### src/rtl/gray_updown_counter_pkg.sv
// -----------------------------------------------------------------------------
// gray_pkg
// Shared helpers for Gray-coded counters and pointer synchronisers.
//   bin2gray / gray2bin : conversions on values up to MAX_W bits. Narrower
//                         values are passed zero-extended, which leaves the
//                         result correct for any width 1..MAX_W.
//   MODE_WRAP / MODE_SAT: encodings for the counter's SATURATE parameter.
// -----------------------------------------------------------------------------
package gray_pkg;

    localparam int unsigned MAX_W     = 32;
    localparam int unsigned MODE_WRAP = 0;
    localparam int unsigned MODE_SAT  = 1;

    function automatic logic [MAX_W-1:0] bin2gray(input logic [MAX_W-1:0] b);
        return b ^ (b >> 1);
    endfunction

    // Each binary bit is the XOR of all Gray bits at or above it.
    function automatic logic [MAX_W-1:0] gray2bin(input logic [MAX_W-1:0] g);
        logic [MAX_W-1:0] b;
        b[MAX_W-1] = g[MAX_W-1];
        for (int i = MAX_W - 2; i >= 0; i--) begin
            b[i] = b[i+1] ^ g[i];
        end
        return b;
    endfunction

endpackage

### src/rtl/gray_updown_counter_if.sv
// -----------------------------------------------------------------------------
// gray_updown_counter_if
// Control and count bus of the Gray up/down counter.
//   clr, load, load_gray, enable, up : controls into the counter
//   bin_count, gray_count, tc        : registered results out of the counter
// master = the block driving controls; slave = the counter itself.
// -----------------------------------------------------------------------------
interface gray_updown_counter_if #(
    parameter int unsigned WIDTH = 4
);
    logic             clr;
    logic             load;
    logic [WIDTH-1:0] load_gray;
    logic             enable;
    logic             up;
    logic [WIDTH-1:0] bin_count;
    logic [WIDTH-1:0] gray_count;
    logic             tc;

    modport master (
        output clr, load, load_gray, enable, up,
        input  bin_count, gray_count, tc
    );

    modport slave (
        input  clr, load, load_gray, enable, up,
        output bin_count, gray_count, tc
    );
endinterface

### src/rtl/gray_updown_counter_gray2bin_dec.sv
// -----------------------------------------------------------------------------
// gray2bin_dec
// Purely combinational Gray-to-binary decoder (XOR prefix from the MSB down).
//   i_gray : Gray-coded input, WIDTH bits
//   o_bin  : binary equivalent, WIDTH bits
// -----------------------------------------------------------------------------
module gray2bin_dec #(
    parameter int unsigned WIDTH = 4
) (
    input  logic [WIDTH-1:0] i_gray,
    output logic [WIDTH-1:0] o_bin
);

    logic [WIDTH-1:0] w_bin;

    assign w_bin[WIDTH-1] = i_gray[WIDTH-1];

    // Ripple the XOR downward; each bit depends on the one above it.
    for (genvar i = WIDTH - 2; i >= 0; i--) begin : g_prefix
        assign w_bin[i] = w_bin[i+1] ^ i_gray[i];
    end

    assign o_bin = w_bin;

endmodule

### src/rtl/gray_updown_counter.sv
// -----------------------------------------------------------------------------
// gray_updown_counter
// Up/down counter whose Gray output comes straight from a flop, so it can be
// sampled safely in another clock domain. Supports synchronous clear, load of
// a Gray-coded value, wrap or saturate at the endpoints, and a terminal-count
// pulse aligned with the output update that hit the endpoint.
//   clk   : rising-edge clock
//   rst_n : asynchronous active-low reset (loads RESET_VAL)
//   bus   : slave modport carrying clr/load/load_gray/enable/up in and
//           bin_count/gray_count/tc out
// Per-cycle priority: clr > load > enable > hold.
// WIDTH must be in 2..32.
// -----------------------------------------------------------------------------
module gray_updown_counter
    import gray_pkg::*;
#(
    parameter int unsigned      WIDTH     = 4,
    parameter int unsigned      SATURATE  = MODE_WRAP,
    parameter logic [WIDTH-1:0] RESET_VAL = '0
) (
    input  logic                  clk,
    input  logic                  rst_n,
    gray_updown_counter_if.slave  bus
);

    localparam logic [WIDTH-1:0] ALL_ONES  = '1;
    localparam logic [MAX_W-1:0] RST_G32   = bin2gray(MAX_W'(RESET_VAL));
    localparam logic [WIDTH-1:0] RST_GRAY  = RST_G32[WIDTH-1:0];
    localparam bit               SAT_MODE  = (SATURATE == MODE_SAT);

    logic [WIDTH-1:0] r_bin;
    logic [WIDTH-1:0] r_gray;
    logic             r_tc;

    logic [WIDTH-1:0] w_load_bin;
    logic [WIDTH-1:0] w_next_bin;
    logic [WIDTH-1:0] w_next_gray;
    logic             w_next_tc;

    gray2bin_dec #(
        .WIDTH (WIDTH)
    ) u_load_dec (
        .i_gray (bus.load_gray),
        .o_bin  (w_load_bin)
    );

    always_comb begin
        w_next_bin = r_bin;
        w_next_tc  = 1'b0;
        if (bus.clr) begin
            w_next_bin = '0;
        end else if (bus.load) begin
            w_next_bin = w_load_bin;
        end else if (bus.enable) begin
            if (bus.up) begin
                if (r_bin == ALL_ONES) begin
                    // Endpoint: flag it, then either hold or wrap to zero.
                    w_next_tc  = 1'b1;
                    w_next_bin = SAT_MODE ? r_bin : '0;
                end else begin
                    w_next_bin = r_bin + 1'b1;
                end
            end else begin
                if (r_bin == '0) begin
                    w_next_tc  = 1'b1;
                    w_next_bin = SAT_MODE ? r_bin : ALL_ONES;
                end else begin
                    w_next_bin = r_bin - 1'b1;
                end
            end
        end
    end

    // Gray is computed from the next binary value so both views update on
    // the same edge and gray_count has no logic after its flop.
    assign w_next_gray = w_next_bin ^ (w_next_bin >> 1);

    always_ff @(posedge clk or negedge rst_n) begin
        if (!rst_n) begin
            r_bin  <= RESET_VAL;
            r_gray <= RST_GRAY;
            r_tc   <= 1'b0;
        end else begin
            r_bin  <= w_next_bin;
            r_gray <= w_next_gray;
            r_tc   <= w_next_tc;
        end
    end

    assign bus.bin_count  = r_bin;
    assign bus.gray_count = r_gray;
    assign bus.tc         = r_tc;

endmodule

### src/flat_wrapper.sv
// flat-port wrapper written by rule: the top's interface ports become plain ports
module gray_updown_counter_flat import gray_pkg::*;
#(
    parameter int unsigned      WIDTH     = 4,
    parameter int unsigned      SATURATE  = MODE_WRAP,
    parameter logic [WIDTH-1:0] RESET_VAL = '0
)
  (clk, rst_n, bus_clr, bus_load, bus_load_gray, bus_enable, bus_up, bus_bin_count, bus_gray_count, bus_tc);
  gray_updown_counter_if #(.WIDTH(WIDTH)) bus_i ();
  input  logic clk;
  input  logic rst_n;
  input wire logic [$bits(bus_i.clr)-1:0] bus_clr;
  input wire logic [$bits(bus_i.load)-1:0] bus_load;
  input wire logic [$bits(bus_i.load_gray)-1:0] bus_load_gray;
  input wire logic [$bits(bus_i.enable)-1:0] bus_enable;
  input wire logic [$bits(bus_i.up)-1:0] bus_up;
  output wire logic [$bits(bus_i.bin_count)-1:0] bus_bin_count;
  output wire logic [$bits(bus_i.gray_count)-1:0] bus_gray_count;
  output wire logic [$bits(bus_i.tc)-1:0] bus_tc;
  assign bus_i.clr = bus_clr;
  assign bus_i.load = bus_load;
  assign bus_i.load_gray = bus_load_gray;
  assign bus_i.enable = bus_enable;
  assign bus_i.up = bus_up;
  assign bus_bin_count = bus_i.bin_count;
  assign bus_gray_count = bus_i.gray_count;
  assign bus_tc = bus_i.tc;
  gray_updown_counter #(.WIDTH(WIDTH), .SATURATE(SATURATE), .RESET_VAL(RESET_VAL)) u_core (.clk(clk), .rst_n(rst_n), .bus(bus_i));
endmodule
### config.mk
export PLATFORM = sky130hd
export DESIGN_NAME = gray_updown_counter_flat
export DESIGN_NICKNAME = d
export VERILOG_FILES = /design/src/rtl/gray_updown_counter_pkg.sv /design/src/rtl/gray_updown_counter_if.sv /design/src/rtl/gray_updown_counter_gray2bin_dec.sv /design/src/rtl/gray_updown_counter.sv /design/src/flat_wrapper.sv
export SDC_FILE = /design/constraint.sdc
export NUM_CORES = 1
export LEC_CHECK = 0
export CORE_AREA = 2 2 43 45
export CTS_CLUSTER_DIAMETER = 50
export CTS_CLUSTER_SIZE = 16
export DETAILED_ROUTE_END_ITERATION = 16
export DIE_AREA = 0 0 45 47
export HOLD_SLACK_MARGIN = 0.12
export MAX_ROUTING_LAYER = met4
export SYNTH_ARGS = -nofsm -noshare
export SYNTH_HDL_FRONTEND = slang
export SYNTH_SLANG_ARGS = --single-unit
export TNS_END_PERCENT = 100
### constraint.sdc
create_clock -name clk -period 4 [get_ports clk]
set_clock_uncertainty 0.1 [all_clocks]
set_input_delay 0.8 -clock clk [delete_from_list [all_inputs] [get_ports clk]]
set_output_delay 0.8 -clock clk [all_outputs]
set_load 0.03 [all_outputs]
== Word level (Yosys, flattened, before mapping) ==
Index checks and enable logic that the tools add are counted.
W data, S select, Z words.

* Eq/ne operators: 1
* Multiplexer cells: 12
* Add/sub/neg operators: 2
* $lt $le $gt $ge: 0
* Reduce and logical (&&, ||, !) cells: 1
* Shifts and indexed selects: 0
* Divide/modulo/power cells: 0
* Bitwise logic cells: 4
* Multipliers: 0

{| class="wikitable"
|+ Operators with widths
! cell !! number
|-
| $mux W4 || 6
|-
| $mux W1 || 6
|-
| $add A4 B1 Y4 const B || 1
|-
| $eq A4 B4 Y1 const B || 1
|-
| $logic_not A4 Y1 || 1
|-
| $sub A4 B1 Y4 const B || 1
|-
| $xor A4 B3 Y4 || 1
|-
| $xor A1 B1 Y1 || 3
|}

* Memories kept: 0
* Latch bits: 0
* Input port bits: 10
* Bits in writable memories: 0
* Output and inout port bits: 9
* Word-level logic and storage cells: 23
* ROM bits: 0
* Register bits after elaboration: 9

== Depth between registers and ports, before layout ==
Gate-level depths: netlist of the first run.

* Word-level depth: 7
* Depth in mapped cells: 7
* Gate-level depth less buffers: 7

== Modules after synthesis ==
Synthesis of the first run repeated with hierarchy kept, for this count alone.

* Cell total of the unflattened synthesis: 55
* Area, all modules: 548.0 sq um

{| class="wikitable"
|+ By module, submodules not included
! module !! seq. area each (sq um) !! times used !! area each (sq um) !! cells an instance
|-
| gray_updown_counter || 200.2 || 1 || 498.0 || 50
|-
| gray2bin_dec || 0.0 || 1 || 50.0 || 5
|}

== Worst setup path before layout of the first run ==
OpenSTA, ideal clock, no wires.

* Path kind: input port to flip-flop
* Start: input port bus_up
* End: register u_core.r_gray[0] (netlist: u_core.bus.gray_count[0])
* Library setup time: 0.119 ns
* Path buffers: 0
* Cell stages on the path: 5
* Data arrival time: 1.750 ns
* Required time: 3.781 ns
* Path slack: 2.031 ns
* Cells stage by stage: or4b_1 a31oi_1 a211oi_2 xnor2_1 nor2_1

* Longest elaborated chain between the ends: 5

{| class="wikitable"
|+ RTL lines
! what !! line !! RTL
|-
| from (decl) || flat_wrapper.sv:16 || <nowiki>input wire logic [$bits(bus_i.up)-1:0] bus_up;</nowiki>
|-
| $mux W4 || gray_updown_counter.sv:55 || <nowiki>if (bus.up) begin</nowiki>
|-
| $mux W4 || gray_updown_counter.sv:54 || <nowiki>end else if (bus.enable) begin</nowiki>
|-
| $mux W4 || gray_updown_counter.sv:52 || <nowiki>end else if (bus.load) begin</nowiki>
|-
| $mux W4 || gray_updown_counter.sv:50 || <nowiki>if (bus.clr) begin</nowiki>
|-
| $xor A4 B3 Y4 || gray_updown_counter.sv:76 || <nowiki>assign w_next_gray = w_next_bin ^ (w_next_bin >> 1);</nowiki>
|-
| via u_core.w_next_gray[0] || gray_updown_counter.sv:37 || <nowiki>logic [WIDTH-1:0] w_next_gray;</nowiki>
|-
| to (signal assigned) || gray_updown_counter.sv:85 || <nowiki>r_gray <= w_next_gray;</nowiki>
|-
| to (decl) || gray_updown_counter.sv:32 || <nowiki>logic [WIDTH-1:0] r_gray;</nowiki>
|}

The timed path passes the listed nets, and every way through them passes these cells.

== Worst setup path after layout of the first run ==
* Start: input port bus_load
* End: register u_core.r_gray[0] (netlist: u_core.bus.gray_count[0])

* Longest elaborated chain between the ends: 3

{| class="wikitable"
|+ RTL lines
! what !! line !! RTL
|-
| from (decl) || flat_wrapper.sv:13 || <nowiki>input wire logic [$bits(bus_i.load)-1:0] bus_load;</nowiki>
|-
| $mux W4 || gray_updown_counter.sv:52 ||
|-
| $mux W4 || gray_updown_counter.sv:50 ||
|-
| $xor A4 B3 Y4 || gray_updown_counter.sv:76 ||
|-
| via u_core.w_next_gray[0] || gray_updown_counter.sv:37 ||
|}

The timed path passes the listed nets, and every way through them passes these cells.

==> results.md, run 1 <==
* Share of cells above drive strength 1 at 0.09459
* PortBufs at 18
* Vias per cell at 5.297
* Setup crit end kind: register
* Pwr/cell area at roughly 350 nW/um^2
* Lkg Pwr at 0.3283 nW
* Min Tclk post-route at 2428 ps
* Worst r2r src: u_core.bus.bin_count[1]
* Vias in the first global route at 432
* Fillers at 168
* Register area share after synthesis at 0.3620
* Core Rows at 15
* Required time worst endpoint at 4020 ps
* Num CTS Buffers at 3
* Setup crit start: bus_load
* Pin slew with the least headroom to its limit at 412.2 ps
* Final ANT Viol Nets at 0
* Register area at 200.2 sq um
* CTS max path bufs at 2
* RSZ-0062 raised after global routing: false
* Post-Syn Area at ~550 sq um
* Placement Setup Slack at around 1300 ps
* Status: completed
* Avg Inst Size Synth at a little over 10 sq um
* Initial DRC Count at 8
* Type of the most critical hold path: register to register
* Crit path DAT at ~2500 ps
* Final Setup Violations at 0
* Seq cells post-synth at 8
* H-tree levels at 1
* Vias at 482
* Total chip power at 0.0002690 W
* Die width at 45 um
* Core Area at 1652 sq um
* Die area at 2115 sq um
* Crit path launch type: primary input
* Setup CP Type: primary input to register
* Inst Count DP at 88
* CTS tree: done
* Postcts setup bufs at 0
* Max Fclk at between 0.4 and 0.5 GHz
* Mapped Nets at 67
* First-pass GRT wire length at 1807 um
* Worst IR Drop VDD at 0.1504 mV
* Initial Utilization at 0.3348
* WL final at 1129 um
* # diodes at 0
* Synth warn at 0
* Ports at 19
* Max-cap violations at 0
* HPWL after detailed placement at between 900 and 1000 um
* Final nets at 88
* CTS clk-pin slew, worst paths at approximately 50 ps
* Post-synthesis cell count at between 50 and 60
* Routed WL per cell at 12.41 um
* CP endpoint: u_core.bus.gray_count[0]
* Register-to-register setup slack at 2020 ps
* Worst-Skew Late Latency at 240 ps
* Setup tns final at 0 ps
* Relative slew slack at 0.7244
* Final GP Congestion at 0.6960
* Sinks on Clock Net at 8
* Initial antenna violation count at 0
* Die Ht at about 47 um
* R2r worst-path depth at 7
* Worst Hold Path Cells at 2
* Critical-path top delay cell: clkdlybuf4s50_1
* Synthesis-to-layout area growth at 38.24%
* Tcrit/Tclk final at 0.6069
* CP max stage delay at 720 ps
* R2R Path End: u_core.bus.gray_count[0]
* Post-cts resize count at 0
* GRT Resource Usage Total at 0.1269
* CTS Hold Buffers Added at 0
* CP max FO at 11
* Synth cell types at 26
* Max Transition Viols Final at 0
* Multi-input logic area at 321.6 sq um
* Fin cells at slightly above 90
* Fin. Hold Viols at 0
* GRT overflow at 0
* Root Buffer: clkbuf_4
* Drt pass-1 iters at 4
* Largest net degree at the start of global routing at 12
* Setup WS post-layout at 1572 ps
* Ordered cell list for the critical path: clkdlybuf4s50_1 > or3b_2 > a21oi_1 > a211oi_2 > xnor2_1 > nor2_1
* Post-route DRC at 0
kinds of logic after synthesis:
group,synth area share
mux,0.05430
simple gates,0.1448
flops,0.3620
xor+xnor,0.1109
fa+ha+maj,0.04524
compound gates,0.2262
buf+inv,0.05656
per-layer routing:
layer / track usage / share of wire / vias up / wire [um]
met5: - / 0 / - / 0
met4: 0.05294 / 0 / 0 / 0
met3: 0.03462 / 0.051 / 0 / 58
met2: 0.2143 / 0.51 / 17 / 571
met1: 0.1408 / 0.44 / 225 / 498
li1: - / - / 240 / -
registers in the layout, indices dropped and copies added, names as in the netlist:
signal                 cells
u_core.bus.bin_count       4
u_core.bus.tc              1
u_core.bus.gray_count      3
Yosys cell counts:
cell | instances | area [sq um]
ha_1 | 2 | 25.02
nor2_1 | 5 | 18.77
a21oi_1 | 3 | 15.01
nand2b_1 | 1 | 6.260
or3b_2 | 1 | 8.760
buf_4 | 1 | 7.510
nand3_1 | 1 | 5.000
mux2i_1 | 3 | 30.03
nand3b_1 | 2 | 15.01
buf_2 | 1 | 5.000
a21o_1 | 2 | 15.01
o31ai_1 | 1 | 7.510
dfrtp_1 | 8 | 200.2
a221oi_2 | 1 | 15.01
xor2_1 | 2 | 17.52
o221ai_2 | 1 | 15.01
o311a_1 | 1 | 10.01
a2111oi_0 | 1 | 8.760
o21ai_1 | 1 | 5.000
a211oi_2 | 1 | 12.51
or4b_1 | 2 | 20.02
inv_1 | 5 | 18.77
a21boi_0 | 2 | 15.01
xnor2_1 | 5 | 43.79
a31oi_1 | 1 | 6.260
nand4_1 | 1 | 6.260
through the flow:
stage          hold WS [ps]  utilization  cell area (sq um)
6_report              600.7       0.4629              764.5
5_1_grt               647.1       0.4629              764.5
4_1_cts               602.2       0.4629              764.5
3_5_place_dp          604.8       0.4492              742.0
3_3_place_gp          617.3       0.4492              742.0
2_1_floorplan         404.4            -              553.0
power by group:
group / switching, W / total [W] / internal, W / leakage, nW
sequential: 0.00000978 / 0.000101 / 0.0000913 / 0.103
combinational: 0.0000583 / 0.000109 / 0.0000509 / 0.211
clock: 0.0000246 / 0.0000588 / 0.0000341 / 0.0138
cells in the final DEF, fill, tap and decap left out, drive strengths merged, types with 2 or more instances in the layout:
cell type,n
clkdlybuf4s50,18
dfrtp,8
inv,5
nor2,5
xnor2,5
mux2i,3
a21oi,3
clkbuf,3
xor2,2
a21o,2
or4b,2
nand3b,2
a21boi,2
ha,2
area by class of cell:
cell class / instances / share of cell area
multi-input combinational: 40 / 0.4206
sequential: 8 / 0.2619
timing repair buffer: 18 / 0.2357
clock buffer: 3 / 0.02946
tap: 17 / 0.02782
inverter: 5 / 0.02455
worst min-delay path by stage:
stage,endpoint,start
detailed placement,u_core.bus.tc,u_core.bus.bin_count[2]
finish,u_core.bus.tc,u_core.bus.bin_count[2]
CTS,u_core.bus.tc,u_core.bus.bin_count[2]
global placement,u_core.bus.tc,u_core.bus.bin_count[2]
floorplan,u_core.bus.bin_count[0],rst_n
global route,u_core.bus.tc,u_core.bus.bin_count[2]
worst max-delay path: cells and delay by family:
kind	cells	cell delay, ps
AO/OA/AOI/OAI	2	260
XOR/XNOR	1	140
buffers and inverters	1	720
AND/OR/NAND/NOR	2	540
No activity file was read; power rests on OpenSTA's default activity.
==> run 2, diff against run 1 <==
Clock period 4 ns to 2 ns, I/O delays scaled along.
==> run 2 against run 1 <==
  * Combinational power up 130%
  * Utilization increased by 5.9 points
  * Highest routed layer unchanged
  * Sequential power increased by 95%
  * Register-to-register slack worse by 1900 ps
  * Global-route usage about the same
  * Setup slack got worse by 1500 ps
  * Final area up 13%
  * First-iteration DRC count down 75%
  * Routed wire length up 7.4%
  * Hold slack worse by 280 ps
  * Critical path depth fell by 4
==> results.md, run 2 (synthesis results as in run 1) <==
* Worst IR Drop VDD at 0.4421 mV (+190%)
* Core Rows at 15 (unchanged)
* GRT Resource Usage Total at 0.1273 (+0.0004071)
* PortBufs at 18 (unchanged)
* CP max FO at 4 (-7)
* CTS Hold Buffers Added at 0 (unchanged)
* Setup crit end kind: output pin
* Final nets at 100 (+14%)
* Clock share of power at 0.210 (-0.008)
* Core Area at 1652 sq um (unchanged)
* Fin. Hold Viols at 0 (unchanged)
* Sw power at 0.0001928 W (+110%)
* Switching share of power at 0.3383 (-0.006257)
* Final Setup Violations at 0 (unchanged)
* Post-route DRC at 0 (unchanged)
* Routed WL per cell at 11.78 um (-5.1%)
* Type of the most critical hold path: primary input to asynchronous set/reset pin
* Largest net degree at the start of global routing at 11 (-1)
* Die width at 45 um (unchanged)
* # diodes at 0 (unchanged)
* Min Tclk post-route at ~1900 ps
* Combinational fraction of design power at 0.444 (+0.038)
* Setup WS post-layout at 78.64 ps (-1494 ps)
* HPWL after detailed placement at 1014 um (+9.1%)
* Setup CP Type: register to output pin
* Max Transition Viols Final at 0 (unchanged)
* Root Buffer: clkbuf_4
* Max-cap violations at 0 (unchanged)
* Initial DRC Count at 2 (-6)
* H-tree levels at 1 (unchanged)
* Post-DP Area at 832.0 sq um (+12%)
* Pwr/cell area at 661.1 nW/um^2 (+88%)
* Crit path DAT at 1420 ps (-1030 ps)
* Num CTS Buffers at 3 (unchanged)
* Ports at 19 (unchanged)
* Status: completed
* Most frequent cells in the layout: clkdlybuf4s50_1, buf_4, dfrtp_1
* Relative slew slack at 0.7490 (+0.02464)
* Sinks on Clock Net at 8 (unchanged)
* Max Fclk at between 0.5 and 0.6 GHz
* CTS tree: done
* Placement Setup Slack at -97.85 ps (-1423 ps)
* CTS max path bufs at 2 (unchanged)
* Initial Utilization at 0.3348 (unchanged)
* Initial antenna violation count at 0 (unchanged)
* Tcrit/Tclk final at 0.9607
* Die Ht at 47 um (unchanged)
* CTS clk-pin slew, worst paths at 50 ps (about the same)
* First-pass GRT wire length at 1849 um (+2.3%)
* Post-cts resize count at 0 (unchanged)
* Share of cells above drive strength 1 at 0.2209 (+0.1263)
* Vias at 523 (+8.5%)
* Drt pass-1 iters at 2 (-2)
* Worst-Skew Late Latency at 250 ps (about the same)
* Fin area at 862.1 sq um (+13%)
* Synthesis-to-layout area growth at 55.88%
* Required time worst endpoint at 1500 ps (-2520 ps)
* Vias in the first global route at 461 (+6.7%)
* RSZ-0062 raised after global routing: false
* Die area at 2115 sq um (unchanged)
* Internal at 0.0003771 W (+110%)
* WL final at 1213 um (+7.4%)
* GRT overflow at 0 (unchanged)
* Fillers at 164 (-2.4%)
* Sequential Power Share at 0.346 (-0.030)
* Final GP Congestion at 0.7431 (+6.8%)
* Lkg Pwr at 0.4282 nW (+30%)
* Pin slew with the least headroom to its limit at 367.0 ps (-45.16 ps)
* Max reg flops at 4 (unchanged)
* Vias per cell at 5.078 (-4.1%)
* Postcts setup bufs at 0 (unchanged)
* Final ANT Viol Nets at 0 (unchanged)
* Setup tns final at 0 ps (unchanged)
* Crit path launch type: register
* Commonest non-fill, non-tap cell in the layout: clkdlybuf4s50_1
==> run 2: final cells by class <==
class	count	area, sq um	share of cell area
multi-input combinational	40	321.6	0.3730
inverter	5	18.77	0.02177
sequential	8	200.2	0.2322
clock buffer	3	22.52	0.02612
tap	17	21.27	0.02467
timing repair buffer	30	277.8	0.3222
==> run 2: power groups by stage <==
| stage | clock, W | sequential (W) | combinational [W] |
|---|---|---|---|
| after global routing | 0.000134 | 0.000200 | 0.000271 |
| after CTS | 0.000125 | 0.000198 | 0.000256 |
| after detailed placement | 0 | 0.000201 | 0.000255 |
| final | 0.000119 | 0.000197 | 0.000253 |
| after global placement | 0 | 0.000201 | 0.000251 |
| after floorplan | 0 | 0.000243 | 0.0000934 |
==> run 2: critical path, stage by stage, from the launching register on <==
cell and delay [ps]:
dfrtp_1 380, buf_4 140, clkdlybuf4s50_1 660
==> run 2: worst paths after layout <==
path,start,slack (ps),depth (start not counted),to
max in group asynchronous,rst_n,1230,1,u_core.bus.bin_count[1]
min reg2reg,u_core.bus.bin_count[2],610,2,u_core.bus.tc
min in group clk,u_core.bus.bin_count[2],610,2,u_core.bus.tc
max,u_core.bus.bin_count[1],80,2,bus_bin_count[1]
max reg2reg,u_core.bus.bin_count[0],100,7,u_core.bus.gray_count[0]
min,rst_n,320,1,u_core.bus.bin_count[2]
==> run 2: stage by stage <==
| stage | power [W] | std cells | util | hold WS [ps] |
|---|---|---|---|---|
| 2_1_floorplan | 0.0003364 | 55 | - | 4.409 |
| 3_3_place_gp | 0.0004521 | 100 | 0.5038 | 592.9 |
| 3_5_place_dp | 0.0004556 | 100 | 0.5038 | 593.2 |
| 4_1_cts | 0.0005788 | 103 | 0.5174 | 321.2 |
| 5_1_grt | 0.0006043 | 103 | 0.5220 | 333.5 |
| 6_report | 0.0005699 | 103 | 0.5220 | 318.7 |
==> run 2: per-layer routing <==
layer	GRT usage	part of all wire	wire length, um	vias to the layer above
met1	0.1419	0.43	523	245
met2	0.2143	0.50	612	16
met5	-	0	0	-
met3	0.04615	0.063	77	0
met4	0.03529	0	0	0
li1	-	-	-	262
